===== config.mk =====
export PLATFORM = sky130hd
export DESIGN_NAME = fetch_unit
export DESIGN_NICKNAME = d
export VERILOG_FILES = /design/src/rtl/fetch_unit.sv
export SDC_FILE = /design/constraint.sdc
export NUM_CORES = 1
export LEC_CHECK = 0
export CORE_ASPECT_RATIO = 0.75
export CORE_UTILIZATION = 49
export CTS_CLUSTER_SIZE = 24
export DETAILED_ROUTE_END_ITERATION = 8
export PLACE_DENSITY = 0.78
export SYNTH_ARGS = -nofsm -noshare
export SYNTH_HDL_FRONTEND = slang
export SYNTH_SLANG_ARGS = --single-unit

===== constraint.sdc =====
create_clock -name clk -period 7.55 [get_ports clk]
set_input_delay 2.265 -clock clk [delete_from_list [all_inputs] [get_ports clk]]
set_output_delay 2.265 -clock clk [all_outputs]
set_load 0.1 [all_outputs]

===== src/rtl/fetch_unit.sv =====
// fetch_unit: instruction fetch stage. It owns the PC, drives the address of
// a synchronous ROM, absorbs the one-cycle read latency and hands fetched
// words to decode through a 2-entry valid/ready output queue. A redirect
// squashes every in-flight and queued fetch.
module fetch_unit #(
  parameter int          Width     = 32,
  parameter int          Depth     = 32,
  parameter logic [31:0] ResetPc   = 32'h0,
  localparam int         AddrWidth = $clog2(Depth)
) (
  input  logic                 clk,
  input  logic                 rst,
  output logic [AddrWidth-1:0] rom_addr,
  input  logic [Width-1:0]     rom_data,
  input  logic                 redirect_valid,
  input  logic [31:0]          redirect_pc,
  output logic                 out_valid,
  input  logic                 out_ready,
  output logic [Width-1:0]     out_instr,
  output logic [31:0]          out_pc,
  output logic                 out_fault
);

  // First byte address past the end of the ROM; fetches at or above it fault.
  localparam logic [31:0] RomBytes = 32'(Depth * 4);

  typedef struct packed {
    logic [Width-1:0] instr;
    logic [31:0]      pc;
    logic             fault;
  } entry_t;

  logic [31:0] pc_q, pc_d;
  logic        inflight_q, inflight_d;
  logic [31:0] inflight_pc_q, inflight_pc_d;
  entry_t      head_q, head_d;
  entry_t      tail_q, tail_d;
  logic [1:0]  count_q, count_d;

  logic        pop;
  logic        push;
  logic        issue;
  logic [2:0]  occupancy;
  logic [1:0]  level_after_pop;
  entry_t      resp_entry;

  assign pop  = (count_q != 2'd0) & out_ready;
  assign push = inflight_q & ~redirect_valid;

  // Queued entries plus the outstanding read, minus what leaves this cycle,
  // must leave room for one more response before a new read is issued.
  assign occupancy = {1'b0, count_q} + {2'b00, inflight_q} - {2'b00, pop};
  assign issue     = ~redirect_valid & (occupancy < 3'd2);

  assign level_after_pop = count_q - {1'b0, pop};

  // Out-of-range reads are reported as faults with a zero instruction word.
  always_comb begin
    if (inflight_pc_q >= RomBytes) begin
      resp_entry = '{instr: '0, pc: inflight_pc_q, fault: 1'b1};
    end else begin
      resp_entry = '{instr: rom_data, pc: inflight_pc_q, fault: 1'b0};
    end
  end

  // Next-state logic for the PC, the outstanding-read tracker and the queue.
  always_comb begin
    // NOTE: every variable gets a default first so no path infers a latch.
    pc_d          = pc_q;
    inflight_d    = inflight_q;
    inflight_pc_d = inflight_pc_q;
    head_d        = head_q;
    tail_d        = tail_q;
    count_d       = count_q;

    if (redirect_valid) begin
      // The consumer keeps any entry it pops now; everything else is dropped.
      pc_d       = redirect_pc & 32'hFFFF_FFFC;
      inflight_d = 1'b0;
      count_d    = 2'd0;
    end else begin
      if (issue) begin
        pc_d          = pc_q + 32'd4;
        inflight_d    = 1'b1;
        inflight_pc_d = pc_q;
      end else begin
        inflight_d = 1'b0;
      end

      if (pop) begin
        head_d = tail_q;
      end

      if (push) begin
        if (level_after_pop == 2'd0) begin
          head_d = resp_entry;
        end else begin
          tail_d = resp_entry;
        end
        count_d = level_after_pop + 2'd1;
      end else begin
        count_d = level_after_pop;
      end
    end
  end

  // State registers with asynchronous reset back to the reset PC.
  always_ff @(posedge clk or posedge rst) begin
    if (rst) begin
      pc_q          <= ResetPc;
      inflight_q    <= 1'b0;
      inflight_pc_q <= '0;
      // NOTE: queue storage is reset too, so out_* read zero during reset
      // rather than leaking a word fetched before it.
      head_q        <= '0;
      tail_q        <= '0;
      count_q       <= 2'd0;
    end else begin
      // NOTE: non-blocking assignments so every register sees pre-edge values.
      pc_q          <= pc_d;
      inflight_q    <= inflight_d;
      inflight_pc_q <= inflight_pc_d;
      head_q        <= head_d;
      tail_q        <= tail_d;
      count_q       <= count_d;
    end
  end

  assign rom_addr  = pc_q[AddrWidth+1:2];
  assign out_valid = (count_q != 2'd0);
  assign out_instr = head_q.instr;
  assign out_pc    = head_q.pc;
  assign out_fault = head_q.fault;

endmodule


==> run metrics <==
post-layout minimum cycle time=5769 ps; IO Pins=139; core area=17,030 um^2; Die Width=155.3 um; r2r setup slk=3490 ps; commonest non-fill, non-tap cell in the layout=dfrtp_1; synth top area cells=dfrtp_1 (55%), mux2_2 (7.8%), mux2i_1 (3.6%), nand2_1 (3.3%), nor2_1 (3.0%); DR WL/cell=17.95 um; DP Cell Count=1,123; Worst Path Required=7900 ps; Tcrit/Tclk final=76.41%; share of cells above drive strength 1=12.09%; crit path cell chain=clkdlybuf4s50_1 -> o21ai_2 -> inv_2 -> ha_1 -> nand2b_1 -> fa_1 -> xnor2_1 -> nand3_1 -> or4_1 -> a31oi_1; fin. max-slew vios=0; vias in the first global route=6,439; Starting Density=50.70%; hold_buf cts=0; post-place setup slack=1386 ps; Die ar.=18,160 um^2; total CTS buffers=17; ys async rst share=100.0%; CTS sink count=191; synthesized net count=883; setup bufs post-CTS=0; Root Buffer=clkbuf_16; Yosys top cell by area=dfrtp_1; relative slew slack=23.94%; CTS tree=yes; sequential area share after synthesis=55.35%; Final setup violation count=0; FF-to-FF path depth=9; final worst setup slack=1781 ps; maxcap violations=0; slowest CP cell=or4_1; final WL=20.72 mm; kind of end point of the critical path=register; ys flop type=dfrtp_1; CP max stage delay=670 ps; Die H=117.0 um; GR Util All Layers=23.72%; pin count of the biggest net entering global routing=145; Syn Area/Cell=10.65 um^2; # DRC=0; synthesized area=8635 um^2; htree depth=4; Fillers=1,372; Yosys top cell area share=55.35%; most frequent cells in the layout=dfrtp_1 (191), clkdlybuf4s50_1 (136), nand2_1 (76); net total in the final layout=978; Worst Path Max Fanout=20; clk_skew=8.867 ps; Post-DRT Antenna Nets=0; gp weighted congestion=0.8085; CTS max path bufs=2; Netlist cell types=45; dpl hpwl=13.13 mm; Buffers on Ports=136; critical path start-end classification=input port to register; WHS Path Cells=2; number of flops mapped to enable cells by yosys=0; first-pass GRT wire length=33.30 mm; RSZ-0062 raised after global routing=no; Resized cells post-CTS=0; Hold WC Path Type=register to register; initial drt markers=463; Non-Filler Instances=1,154; flops & latches, synth=191; ant diodes=0; Tightest Pin Transition=1138 ps; Vias/cell=5.773; arrival time worst endpoint=6120 ps; clock-pin slew on the worst setup and hold paths=70 ps; Yosys Warn Count=0; total gr overflow=0; DRT Pass-1 Iters=4; setup_tns=0 ps; initial antenna violation count=0; area grow syn2layout=23.69%; Max Clock Freq=173.4 MHz; Mapped Cells=811; Fin. Hold Viols=0; DR vias=6,662; outcome=finished clean; # rows=41; kind of start point of the critical path=input port; worst skew pair latency=430 ps
## worst max-delay path: cells and delay by family
kind / cells / cell delay [ps]
XOR/XNOR: 1 / 360
AO/OA/AOI/OAI: 2 / 250
buffers and inverters: 2 / 930
AND/OR/NAND/NOR: 3 / 1470
adder cells (fa/ha/maj): 2 / 840
## cell type report
cell class                      instances  area, um^2  share of cell area (%)
Multi-Input combinational cell        542        3568                   33.41
Clock buffer                           21       450.4                   4.217
Clock inverter                         10       112.6                   1.054
Timing Repair Buffer                  146        1436                   13.45
Tap cell                              236       295.3                   2.765
Sequential cell                       191        4780                   44.75
Inverter                                8       37.54                  0.3515
## registers in the layout, summed over array words and instances, names as in the netlist
name	cells
inflight_q	1
tail_q	63
pc_q	30
out_fault	1
out_instr	32
inflight_pc_q	30
count_q	2
out_pc	32
## synthesized netlist by cell type, drive strengths merged (2+ instances only)
| cell type | count |
|---|---|
| a221oi | 14 |
| nand4 | 9 |
| ha | 3 |
| mux2 | 60 |
| dfrtp | 191 |
| o2bb2ai | 16 |
| xnor2 | 6 |
| nor2 | 69 |
| o22ai | 20 |
| nand2b | 2 |
| mux2i | 31 |
| nand2 | 76 |
| or3 | 2 |
| nand3 | 43 |
| a31oi | 29 |
| and2 | 6 |
| and3 | 2 |
| or4 | 19 |
| o21ai | 47 |
| xor2 | 6 |
| o31ai | 18 |
| a21oi | 40 |
| clkbuf | 49 |
| o32ai | 2 |
| inv | 8 |
| nor4 | 7 |
| buf | 21 |
| and4 | 6 |
## stage by stage
step           hold slack [ps]  util, %  instance area, um^2
6_report                 479.8    62.71                10680
5_1_grt                  507.6    62.71                10680
4_1_cts                  485.1    62.71                10680
3_5_place_dp             469.5    59.40                10120
3_3_place_gp             462.4    59.40                10120
2_1_floorplan            449.2        -                 8635
## cell families (layout without fill, tap and decap cells)
| kind of cell | Yosys count | after routing | share of synthesized area, % |
|---|---|---|---|
| buffers and inverters | 78 | 185 | 3.869 |
| flip-flops | 191 | 191 | 55.35 |
| AO/OA/AOI/OAI | 188 | 188 | 13.59 |
| multiplexers | 91 | 91 | 11.42 |
| AND/OR/NAND/NOR | 247 | 247 | 13.80 |
| XOR/XNOR | 12 | 12 | 1.304 |
| adder cells (fa/ha/maj) | 4 | 4 | 0.6666 |
## per-layer routing
metal  GRT usage [%]  part of all wire (%)  wire (um)  up-vias
met5               0                     0          0        -
met4           6.209                   1.2        252        0
met3           5.412                   5.1       1047       20
met2           36.61                    46       9490      189
met1           34.07                    48       9924     3312
li1                -                     -          -     3141
## path summary, 6_finish.rpt
check                      startpoint            end
setup / recovery            out_ready       pc_q[28]
hold / removal             tail_q[48]     tail_q[48]
setup reg to reg           count_q[1]       pc_q[28]
hold reg to reg            tail_q[48]     tail_q[48]
max in group asynchronous         rst   out_instr[7]
min in group asynchronous         rst  out_instr[28]
Power is not shown: default switching activity piles up to over one toggle a cycle in this logic, so the estimate is an artifact.
